File: src/rtl/fp_pkg.sv
// Shared FP datapath definitions: GRS width, level-count helpers and the aligned-mantissa
// result struct consumed by the rounding stage.
package fp_pkg;

    localparam int unsigned GRS_W    = 3;
    localparam int unsigned FP_MAN_W = 24;

    // Aligned significand with guard, round and sticky bits appended.
    typedef struct packed {
        logic [FP_MAN_W-1:0] man;
        logic                g;
        logic                r;
        logic                s;
    } man_grs_t;

    // Ceiling log2; clog2(1) = 0.
    function automatic int unsigned clog2(input int unsigned n);
        int unsigned r;
        r = 0;
        for (int unsigned i = 0; i < 32; i++) begin
            if ((64'd1 << i) < 64'(n)) r = i + 1;
        end
        return r;
    endfunction

    // Number of barrel levels owned by pipeline stage k; earlier stages take the remainder.
    function automatic int unsigned stage_num_lvls(input int unsigned k,
                                                   input int unsigned lvls,
                                                   input int unsigned stages);
        return (lvls / stages) + ((k < (lvls % stages)) ? 1 : 0);
    endfunction

    // Index of the first barrel level owned by pipeline stage k.
    function automatic int unsigned stage_first_lvl(input int unsigned k,
                                                    input int unsigned lvls,
                                                    input int unsigned stages);
        return k * (lvls / stages) + ((k < (lvls % stages)) ? k : (lvls % stages));
    endfunction

endpackage

File: src/rtl/man_shift_level.sv
// One barrel-shifter level: conditional logical right shift by a fixed distance D, also
// reporting the OR of the bits pushed out so the caller can fold them into sticky.
module man_shift_level
    import fp_pkg::*;
#(
    parameter int unsigned W = 26,
    parameter int unsigned D = 1
) (
    input  logic         en_i,
    input  logic [W-1:0] data_i,
    output logic [W-1:0] data_o,
    output logic         drop_o
);

    logic [W-1:0] shifted;
    logic         dropped;

    if (D >= W) begin : g_all
        assign shifted = '0;
        assign dropped = |data_i;
    end else begin : g_part
        assign shifted = data_i >> D;
        assign dropped = |data_i[D-1:0];
    end

    // Pass data through untouched when this level's shift bit is clear.
    always_comb begin
        data_o = en_i ? shifted : data_i;
        drop_o = en_i & dropped;
    end

endmodule

File: src/rtl/man_shiftr_pipe.sv
// Pipelined mantissa right-shifter for FP add alignment. Produces {shifted man, G, R, S}
// with per-level sticky accumulation, valid/ready flow control and a sideband tag.
// Optional build macro MAN_SHIFTR_SAT_EN adds the pipelined out_sat flag.
module man_shiftr_pipe
    import fp_pkg::*;
#(
    parameter int unsigned MAN_W   = 24,
    parameter int unsigned SHAMT_W = 8,
    parameter int unsigned STAGES  = 2,
    parameter int unsigned TAG_W   = 4
) (
    input  logic               clk,
    input  logic               rst,
    input  logic               in_valid,
    output logic               in_ready,
    input  logic [MAN_W-1:0]   in_man,
    input  logic [SHAMT_W-1:0] in_shamt,
    input  logic [TAG_W-1:0]   in_tag,
    output logic               out_valid,
    input  logic               out_ready,
    output logic [MAN_W+2:0]   out_res,
`ifdef MAN_SHIFTR_SAT_EN
    output logic               out_sat,
`endif
    output logic [TAG_W-1:0]   out_tag
);

    localparam int unsigned EXT_W = MAN_W + 2;
    localparam int unsigned LVLS  = clog2(EXT_W);

    logic             sat;
    logic [EXT_W-1:0] front_data;
    logic             front_sticky;
    logic [LVLS-1:0]  front_amt;

    logic [STAGES-1:0] valid_q;
    logic [STAGES-1:0] src_valid;
    logic [STAGES-1:0] rdy;
    logic [EXT_W-1:0]  src_data   [STAGES];
    logic [EXT_W-1:0]  data_d     [STAGES];
    logic [EXT_W-1:0]  data_q     [STAGES];
    logic              src_sticky [STAGES];
    logic              sticky_d   [STAGES];
    logic              sticky_q   [STAGES];
    logic [LVLS-1:0]   src_amt    [STAGES];
    logic [LVLS-1:0]   amt_q      [STAGES];
    logic [TAG_W-1:0]  src_tag    [STAGES];
    logic [TAG_W-1:0]  tag_q      [STAGES];
`ifdef MAN_SHIFTR_SAT_EN
    logic              src_sat    [STAGES];
    logic              sat_q      [STAGES];
`endif

    // Oversized shifts bypass the barrel: nothing survives, every mantissa bit goes to sticky.
    always_comb begin
        sat          = 32'(in_shamt) >= EXT_W;
        front_data   = sat ? '0 : {in_man, 2'b00};
        front_sticky = sat & (|in_man);
        front_amt    = in_shamt[LVLS-1:0];
    end

    for (genvar k = 0; k < STAGES; k++) begin : g_stage
        localparam int unsigned FIRST = stage_first_lvl(k, LVLS, STAGES);
        localparam int unsigned NUM   = stage_num_lvls(k, LVLS, STAGES);

        // Stage k may load if any stage from k to the output is empty or the output drains.
        assign rdy[k] = out_ready | ~(&valid_q[STAGES-1:k]);

        if (k == 0) begin : g_src_in
            assign src_valid[k]  = in_valid;
            assign src_data[k]   = front_data;
            assign src_sticky[k] = front_sticky;
            assign src_amt[k]    = front_amt;
            assign src_tag[k]    = in_tag;
`ifdef MAN_SHIFTR_SAT_EN
            assign src_sat[k]    = sat;
`endif
        end else begin : g_src_stage
            assign src_valid[k]  = valid_q[k-1];
            assign src_data[k]   = data_q[k-1];
            assign src_sticky[k] = sticky_q[k-1];
            assign src_amt[k]    = amt_q[k-1];
            assign src_tag[k]    = tag_q[k-1];
`ifdef MAN_SHIFTR_SAT_EN
            assign src_sat[k]    = sat_q[k-1];
`endif
        end

        for (genvar i = 0; i < NUM; i++) begin : g_lvl
            logic [EXT_W-1:0] d_in;
            logic [EXT_W-1:0] d_out;
            logic             s_in;
            logic             s_out;
            logic             drop;

            if (i == 0) begin : g_head
                assign d_in = src_data[k];
                assign s_in = src_sticky[k];
            end else begin : g_tail
                assign d_in = g_lvl[i-1].d_out;
                assign s_in = g_lvl[i-1].s_out;
            end

            man_shift_level #(
                .W (EXT_W),
                .D (32'd1 << (FIRST + i))
            ) u_level (
                .en_i   (src_amt[k][FIRST+i]),
                .data_i (d_in),
                .data_o (d_out),
                .drop_o (drop)
            );

            assign s_out = s_in | drop;
        end

        if (NUM == 0) begin : g_pass
            assign data_d[k]   = src_data[k];
            assign sticky_d[k] = src_sticky[k];
        end else begin : g_out
            assign data_d[k]   = g_lvl[NUM-1].d_out;
            assign sticky_d[k] = g_lvl[NUM-1].s_out;
        end
    end

    // Stage registers: a stage loads when it has room; payload is captured only for real beats.
    always_ff @(posedge clk) begin
        if (rst) begin
            valid_q <= '0;
            for (int i = 0; i < STAGES; i++) begin
                data_q[i]   <= '0;
                sticky_q[i] <= 1'b0;
                amt_q[i]    <= '0;
                tag_q[i]    <= '0;
`ifdef MAN_SHIFTR_SAT_EN
                sat_q[i]    <= 1'b0;
`endif
            end
        end else begin
            for (int i = 0; i < STAGES; i++) begin
                if (rdy[i]) begin
                    valid_q[i] <= src_valid[i];
                    if (src_valid[i]) begin
                        data_q[i]   <= data_d[i];
                        sticky_q[i] <= sticky_d[i];
                        amt_q[i]    <= src_amt[i];
                        tag_q[i]    <= src_tag[i];
`ifdef MAN_SHIFTR_SAT_EN
                        sat_q[i]    <= src_sat[i];
`endif
                    end
                end
            end
        end
    end

    // Outputs come straight from the last stage; in_ready ripples back from out_ready.
    always_comb begin
        in_ready  = rdy[0];
        out_valid = valid_q[STAGES-1];
        out_res   = {data_q[STAGES-1], sticky_q[STAGES-1]};
        out_tag   = tag_q[STAGES-1];
`ifdef MAN_SHIFTR_SAT_EN
        out_sat   = sat_q[STAGES-1];
`endif
    end

endmodule

File: config.mk
export PLATFORM = sky130hd
export DESIGN_NAME = man_shiftr_pipe
export DESIGN_NICKNAME = d
export VERILOG_FILES = /design/src/rtl/fp_pkg.sv /design/src/rtl/man_shift_level.sv /design/src/rtl/man_shiftr_pipe.sv
export SDC_FILE = /design/constraint.sdc
export NUM_CORES = 1
export LEC_CHECK = 0
export ABC_CLOCK_PERIOD_IN_PS = 2590
export CAP_MARGIN = 30
export CELL_PAD_IN_SITES_DETAIL_PLACEMENT = 1
export CELL_PAD_IN_SITES_GLOBAL_PLACEMENT = 2
export CORE_MARGIN = 3
export CORE_UTILIZATION = 34
export CTS_CLUSTER_DIAMETER = 80
export CTS_CLUSTER_SIZE = 14
export DETAILED_ROUTE_END_ITERATION = 10
export GPL_TIMING_DRIVEN = 1
export PLACE_DENSITY = 0.82
export SYNTH_ARGS = -nofsm -noshare
export SYNTH_HDL_FRONTEND = slang
export SYNTH_HIERARCHICAL = 1
export SYNTH_SLANG_ARGS = --single-unit
File: constraint.sdc
create_clock -name clk -period 2.59 [get_ports clk]
set_input_delay 0.3885 -clock clk [delete_from_list [all_inputs] [get_ports clk]]
set_output_delay 0.3885 -clock clk [all_outputs]
set_load 0.1 [all_outputs]
Yosys cells after proc, flatten, opt, wreduce, memory -nomap -nowiden. Memory sizes are Yosys's and may differ from the RTL's. Cells that the tools add are included.

Add/sub/neg operators: 0. Multipliers: 0. Div/mod/pow operators: 0. Magnitude comparators: 1. Equal/unequal tests: 0. Shifts and indexed selects: 0. Mux-type cells: 24. Bitwise gates (word level): 23. Reduce and logical (&&, ||, !) cells: 6.

Operators by type and width (number): $mux W26 (8); $reduce_or A24 Y1 (1); $reduce_or A16 Y1 (1); $or A1 B1 Y1 (15); $mux W1 (12); $mux W5 (2); $ge A8 B5 Y1 const B (1); $mux W4 (2); $reduce_or A8 Y1 (1); $and A1 B1 Y1 (6); $reduce_or A4 Y1 (1); $not A1 Y1 (2); $reduce_and A2 Y1 (1); $reduce_or A2 Y1 (1).

Register bits after elaboration: 2. Bits in latches: 0. RAM bits: 72. Memory bits (read-only): 0. Bits of input ports: 40. Output and inout bits: 33. Logic and storage cells: 60. Memories kept: 4.

Memories: data_q (words 2, bits a word 26, read ports 2, clocked after Yosys merged registers in 0, wr ports 2, RTL line man_shiftr_pipe.sv:41) `logic [EXT_W-1:0] data_q [STAGES];`; amt_q (words 2, bits a word 5, read ports 1, clocked after Yosys merged registers in 0, wr ports 2, RTL line man_shiftr_pipe.sv:46) `logic [LVLS-1:0] amt_q [STAGES];`; tag_q (words 2, bits a word 4, read ports 2, clocked after Yosys merged registers in 0, wr ports 2, RTL line man_shiftr_pipe.sv:48) `logic [TAG_W-1:0] tag_q [STAGES];`; sticky_q (words 2, bits a word 1, read ports 2, clocked after Yosys merged registers in 0, wr ports 2, RTL line man_shiftr_pipe.sv:44) `logic sticky_q [STAGES];`.

Logic depth before layout (Yosys ltp). Gate-level depths: netlist of run 1.

Depth in word-level cells: 8. Depth in mapped cells: 8. Mapped depth without buffers: 7.

Hierarchy. The synthesis of run 1 kept the hierarchy.

By module, submodules not included: man_shiftr_pipe (instances 1, cells an instance 211, area each 2937.8 µm², sequential area each 1961.9 µm²); man_shift_level (g_stage[0].g_lvl[0].u_level) (instances 1, cells an instance 30, area each 407.9 µm², sequential area each 0.0 µm²); man_shift_level (g_stage[0].g_lvl[1].u_level) (instances 1, cells an instance 30, area each 400.4 µm², sequential area each 0.0 µm²); man_shift_level (g_stage[0].g_lvl[2].u_level) (instances 1, cells an instance 30, area each 382.9 µm², sequential area each 0.0 µm²); man_shift_level (g_stage[1].g_lvl[0].u_level) (instances 1, cells an instance 32, area each 356.6 µm², sequential area each 0.0 µm²); man_shift_level (g_stage[1].g_lvl[1].u_level) (instances 1, cells an instance 35, area each 320.3 µm², sequential area each 0.0 µm²).

Worst setup path after synthesis of run 1. Ideal clock, no wire load.

Path type: flip-flop to flip-flop. From: reg valid_q[1]. To: mem amt_q[0][3] in the netlist's numbering, enable pin. Library setup time: 0.389 ns. Arrival time: 2.529 ns. Data required time: 2.201 ns. Setup slack: -0.328 ns. Cell stages (with the launch flop): 5. Buffers on the path: 0. Period minus slack after synthesis: 2.918 ns. Cells stage by stage: dfxtp_1 -> nor2b_4 -> and2_4 -> inv_1 -> a21o_1.

RTL lines: start: declaration (RTL line man_shiftr_pipe.sv:36) `logic [STAGES-1:0] valid_q;`; start signal: indexed assignment (RTL line man_shiftr_pipe.sv:142) `valid_q[i] <= src_valid[i];`; end: declaration (RTL line man_shiftr_pipe.sv:46).

==> results of run 1 <==
==> worst register-to-register path: cells and delay by family (launching register included) <==
family                 cells  cell delay [ns]
AO/OA/AOI/OAI              2             0.49
buffers and inverters      1             0.19
flip-flops                 1             0.41
multiplexers               1             0.33
AND/OR/NAND/NOR            1             0.44
==> where the power goes <==
part           switching, mW  internal (mW)  leakage, nW  total, mW
combinational          0.434          0.273         1.55      0.707
clock                  0.384          0.627        0.127       1.01
sequential            0.0367           1.25        0.713       1.29
==> cell families after synthesis <==
logic type | synth area share [%]
buf+inv | 9.48
compound gates | 1.85
simple gates | 19.6
flops | 40.8
mux | 28.2
other cells | 0.0780
==> per-layer routing <==
metal | global-route usage (%) | vias up | wire length [um]
met3 | 3.39 | 5 | 398
met5 | 0 | - | 0
li1 | - | 1358 | -
met2 | 18.3 | 62 | 3940
met1 | 12.4 | 1170 | 3600
met4 | 3.44 | 0 | 74
==> stage by stage <==
stage | setup TNS, ns | hold WS (ns) | setup WS, ns
finish | 0 | 0.506 | 0.103
CTS | 0 | 0.497 | 0.0836
global route | 0 | 0.519 | 0.0145
global placement | -3.63 | 0.491 | -0.390
floorplan | 0 | 0.453 | 0.0539
detailed placement | -4.17 | 0.505 | -0.443
==> flip-flops by register name, summed over array words and instances (netlist names) <==
name	cells
sticky_q	2
amt_q	2
valid_q	2
tag_q	8
data_q	52
==> layout make-up <==
class | instances | area [sq um] | area share, %
multi-input cells | 253 | 2420 | 43.2
flip-flops and latches | 66 | 1960 | 35.0
repair buffers | 81 | 741 | 13.2
clock buffers | 10 | 229 | 4.08
well taps | 176 | 220 | 3.92
clock inverters | 5 | 22.5 | 0.401
inverters | 3 | 15.0 | 0.267
==> synthesized netlist by cell type, types with 4 or more instances <==
cell and count:
mux2_4 64, mux2_2 35, and2b_1 6, and2_1 75, and2_2 12, nor2b_1 18, nor4_1 12, buf_4 26
clkbuf_2 6, buf_6 7, nor2_1 5, edfxtp_1 64, buf_12 4, and2b_2 7
==> worst min-delay path by stage <==
stage	start	to	slack (ns)	cells past startpoint
after global routing	in_shamt[3]	amt_q[0][3]	0.52	2
after global placement	valid_q[0]	valid_q[1]	0.49	2
after floorplan	rst	valid_q[1]	0.45	1
after detailed placement	tag_q[0][2]	tag_q[0][6]	0.51	1
final	in_shamt[3]	amt_q[0][3]	0.51	2
after CTS	in_shamt[3]	amt_q[0][3]	0.50	2
==> what timing repair did <==
item                                    in CTS  in global routing
gates resized for setup                      9                  1
pin swaps                                    7                  0
endpoints found under the setup margin       1                  1
gates cloned                                 0                  0
==> results.json, run 1 <==
{
  "grtUsageTotal_pct": 10.5,
  "ir_drop_mv": 0.321,
  "synth_top_area_share_pct": 40.0,
  "worstMarginPinSlew_ns": 0.787,
  "cp_slowest_cell": "clkdlybuf4s50_1",
  "fp.dieH_um": 125,
  "r2r-start": "amt_q[0][3]",
  "final_cell_mix": "and2_1, mux2_4, edfxtp_1",
  "worstPathArrival_ns": 2.55,
  "hold_buffers": 0,
  "grt_pass1_wl_um": 13500,
  "synth.distinct_cells": 35,
  "hold_class": "input port to flop",
  "grt-ovfl-total": 0,
  "ys_ff_latch": 66,
  "dp_cells": 579,
  "rsz0062_at_grt": "false",
  "final_common_cell": "and2_1",
  "routed_via_density": 4.37,
  "crit_path_frequent_cell": "mux2_4",
  "cp.depth": 7,
  "finClkSkew_ns": 0.00560,
  "drv_cap": 0,
  "drt_iter0_drc": 98,
  "area_growth_pct": 16.8,
  "grt_max_degree": 65,
  "hold_viol": 0,
  "cp_max_fo": 6,
  "power_density_nw_per_um2": 535,
  "dr.pass1.iters": 3,
  "syn_area_sq_um": 4810,
  "layout-drive-gt1-share_pct": 43.8,
  "routed_wl_um": 8010,
  "maxSlewViolCount": 0,
  "synth-main-ff-cell": "edfxtp_1",
  "nets": 454,
  "htreeDepth": 3,
  "clk_root_buffer_cell": "clkbuf_16",
  "min_period_ns": 2.49,
  "total_power_mw": 3.00,
  "drc": 0,
  "crit_path_end": "sticky_q[0][0]",
  "power.static_leakage_nw": 2.39,
  "crit_family": "compound AO/OA/AOI/OAI gates",
  "synthCells": 368,
  "layout.cells.non_filler": 594,
  "antennaDiodeCount": 0,
  "reg2reg_depth": 5,
  "cp.required_ns": 2.65,
  "place_area_sq_um": 5350,
  "final_core_util_pct": 41.6,
  "post_drt_wl_per_cell_um": 13.5,
  "slew_headroom_pct": 47.5,
  "final_area_sq_um": 5610,
  "grt_antenna_before_repair": 0,
  "tritoncts": "done",
  "pin_count": 73,
  "status": "finished clean",
  "cp-start-kind": "input port",
  "worst-setup-path-type": "input port to flop",
  "initial_utilization_pct": 35.6,
  "portBuffers": 72,
  "critPathLaunch": "in_shamt[5]",
  "synth_enable_flop_cells": 64,
  "min_period_over_period_pct": 96.0,
  "cts.sinks": 66,
  "path_cells": "clkdlybuf4s50_1, nor4_4, and2_1, mux2_4, mux2_4, o41a_1, o41a_2",
  "clk_latency_ns": 0.32,
  "grt_pass1_vias": 2714,
  "synth_top_cell_by_area": "edfxtp_1",
  "r2r_end": "sticky_q[0][1]",
  "vias": 2595,
  "place_congestion": 0.792,
  "cp_num_buf_inv": 1,
  "cts_made_buffers": 9,
  "critical_path.max_stage_delay_ns": 0.52,
  "syn_area_per_cell_sq_um": 13.1,
  "rows": 42,
  "drtAntennaViolNets": 0,
  "die_w_um": 125,
  "netlist_top_cells_area": "edfxtp_1, mux2_4, and2_1",
  "async_reset_ff_share_pct": 0,
  "worst_setup_hold_path_clk_slew_ns": 0.05,
  "cts.path.max_buffers": 2,
  "reg2reg_slack_ns": 0.49,
  "final-setup-viol-count": 0,
  "coreArea_sq_um": 13500,
  "fillers": 1441,
  "end_kind": "flop",
  "dieArea_sq_um": 15600,
  "dp_hpwl_um": 6550,
  "synth_warnings": 6,
  "cts_setup_buffers": 0,
  "synth.yosys.seq_area_share_pct": 40.8,
  "clock.fmax_mhz": 402
}
Power figures use the tool's default switching activity.
==> inputs of run 2 (changes only) <==
Settings changed: ABC_CLOCK_PERIOD_IN_PS 2590 to 2300, CORE_MARGIN 3 to 1, CORE_UTILIZATION 34 to 38, PLACE_DENSITY 0.82 to 0.87.
Clock period 2.59 ns to 2.3 ns, I/O delays scaled along.
==> run 2 against run 1 <==
Routed wire length grew 0.65%. Clock power grew 39%. Non-clock buffer count is the same. Sequential power grew 12%. Clock-buffer cell count shrank 1. Via count grew 2.5%. Power grew 21%. Register-to-register slack lost 0.29 ns. Core utilization grew 5.0 points. Combinational power grew 13%. Critical path type unchanged. Largest cell class unchanged. Largest power group unchanged. Highest routed layer unchanged.
==> results.json, run 2 (synthesis gave the netlist of run 1 again) <==
{
  "place_congestion": 0.772,
  "min_period_ns": 2.23,
  "total_power_mw": 3.64,
  "r2r_end": "sticky_q[0][1]",
  "tritoncts": "done",
  "fin_setup_tns_ns": 0,
  "worstPathArrival_ns": 2.31,
  "drt_iter0_drc": 116,
  "hold_class": "input port to flop",
  "clk_latency_ns": 0.33,
  "final-setup-viol-count": 0,
  "cp_slowest_cell": "o41a_2",
  "post_drt_wl_per_cell_um": 13.7,
  "layout-drive-gt1-share_pct": 46.4,
  "rsz0062_at_grt": "false",
  "crit_path_end": "sticky_q[0][0]",
  "hold_ws_ns": 0.313,
  "hold_viol": 0,
  "coreArea_sq_um": 12200,
  "end_kind": "flop",
  "critical_path.max_stage_delay_ns": 0.44,
  "routed_wl_um": 8060,
  "final_cell_mix": "and2_1, mux2_4, edfxtp_1",
  "pin_count": 73,
  "layout.cells.non_filler": 586,
  "grt_antenna_before_repair": 0,
  "area_growth_pct": 17.8,
  "slew_headroom_pct": 47.8,
  "antennaDiodeCount": 0,
  "fillers": 1266,
  "dp_hpwl_um": 6400,
  "worst-setup-path-type": "input port to flop",
  "cts.sinks": 66,
  "path_cells": "clkdlybuf4s50_1, and2_4, mux2_4, mux2_4, o41a_1, o41a_2",
  "clk_root_buffer_cell": "clkbuf_16",
  "grt_max_degree": 65,
  "fp.dieH_um": 114,
  "initial_utilization_pct": 39.5,
  "drc": 0,
  "min_period_over_period_pct": 97.1,
  "portBuffers": 72,
  "cts.path.max_buffers": 2,
  "htreeDepth": 3,
  "rows": 40,
  "nets": 454,
  "largest_register_ffs": 52,
  "grt_pass1_wl_um": 13300,
  "cp_max_fo": 2,
  "power.static_leakage_nw": 2.43,
  "power_density_nw_per_um2": 644,
  "worstMarginPinSlew_ns": 0.783,
  "dp_cells": 571,
  "vias": 2661,
  "reg2reg_depth": 5,
  "clock.fmax_mhz": 448,
  "cts_made_buffers": 9,
  "maxSlewViolCount": 0,
  "finClkSkew_ns": 0.00631,
  "grtUsageTotal_pct": 13.3,
  "reg_top3": "data_q (52), tag_q (8)",
  "worst_setup_hold_path_clk_slew_ns": 0.05,
  "dr.pass1.iters": 4,
  "reg2reg_slack_ns": 0.20,
  "r2r-start": "amt_q[0][3]",
  "die_w_um": 114,
  "drv_cap": 0,
  "grt_pass1_vias": 2775,
  "status": "finished clean",
  "drtAntennaViolNets": 0,
  "grt-ovfl-total": 0,
  "critPathLaunch": "in_man[4]",
  "ir_drop_mv": 0.348,
  "routed_via_density": 4.54,
  "crit_path_frequent_cell": "mux2_4",
  "dieArea_sq_um": 13100,
  "largest_register": "data_q",
  "cp-start-kind": "input port",
  "cp.required_ns": 2.38
}
[run 2: worst min path at each step]
stage                start          end  slack [ns]  cells after the start
2_1_floorplan          rst   valid_q[1]        0.41                      1
3_3_place_gp    valid_q[0]   valid_q[1]        0.49                      2
3_5_place_dp   tag_q[0][0]  tag_q[0][4]        0.51                      1
4_1_cts        in_shamt[3]  amt_q[0][3]        0.30                      2
5_1_grt        in_shamt[3]  amt_q[0][3]        0.33                      2
6_report       in_shamt[3]  amt_q[0][3]        0.31                      2
[run 2: critical path: cells and delay by family]
family | cells | cell delay (ns)
buffers and inverters | 1 | 0.42
AOI/OAI and AO/OA | 2 | 0.85
muxes | 2 | 0.54
and+or+nand+nor | 1 | 0.16
[run 2: metal layers]
metal | vias up | part of all wire (%) | GRT usage [%]
met5 | - | 0 | 0
met4 | 0 | 2.8 | 8.14
met3 | 12 | 4.2 | 2.75
met2 | 67 | 51 | 23.9
met1 | 1226 | 42 | 14.4
li1 | 1356 | - | -
[run 2: through the flow]
| step | instance area, sq um | setup slack [ns] | util, % |
|---|---|---|---|
| finish | 5660 | 0.0659 | 46.5 |
| global route | 5660 | 0.0176 | 46.5 |
| CTS | 5660 | 0.00226 | 46.5 |
| detailed placement | 5360 | -0.687 | 44.0 |
| global placement | 5360 | -0.627 | 44.0 |
| floorplan | 4850 | -0.132 | - |
[run 2: cell type report]
cell class / count / area (sq um) / share of cell area [%]
well taps: 168 / 210 / 3.71
multi-input cells: 253 / 2450 / 43.2
repair buffers: 81 / 717 / 12.7
flip-flops and latches: 66 / 1960 / 34.7
clock buffers: 9 / 225 / 3.98
clock inverters: 6 / 82.6 / 1.46
inverters: 3 / 15.0 / 0.265
[run 2: timing repair]
action / 4_1_cts / 5_1_grt
pin swaps: 7 / 1
resized for setup: 30 / 1
endpoints found under the hold margin: 0 / 0
setup endpoints to repair: 23 / 1
buffers inserted: 0 / 0
hold buffers: 0 / 0
[run 2: where the power goes]
group | leakage [nW] | switching, mW | internal (mW)
clock network | 0.151 | 0.464 | 0.934
logic | 1.56 | 0.492 | 0.304
registers | 0.713 | 0.0418 | 1.41
total | 2.43 | 0.998 | 2.64
==> inputs of run 3 (changes only) <==
Settings changed: ABC_CLOCK_PERIOD_IN_PS 2300 to unset.
==> results of run 3 <==
The final DEF is identical to that of run 2; final timing and power are the same.
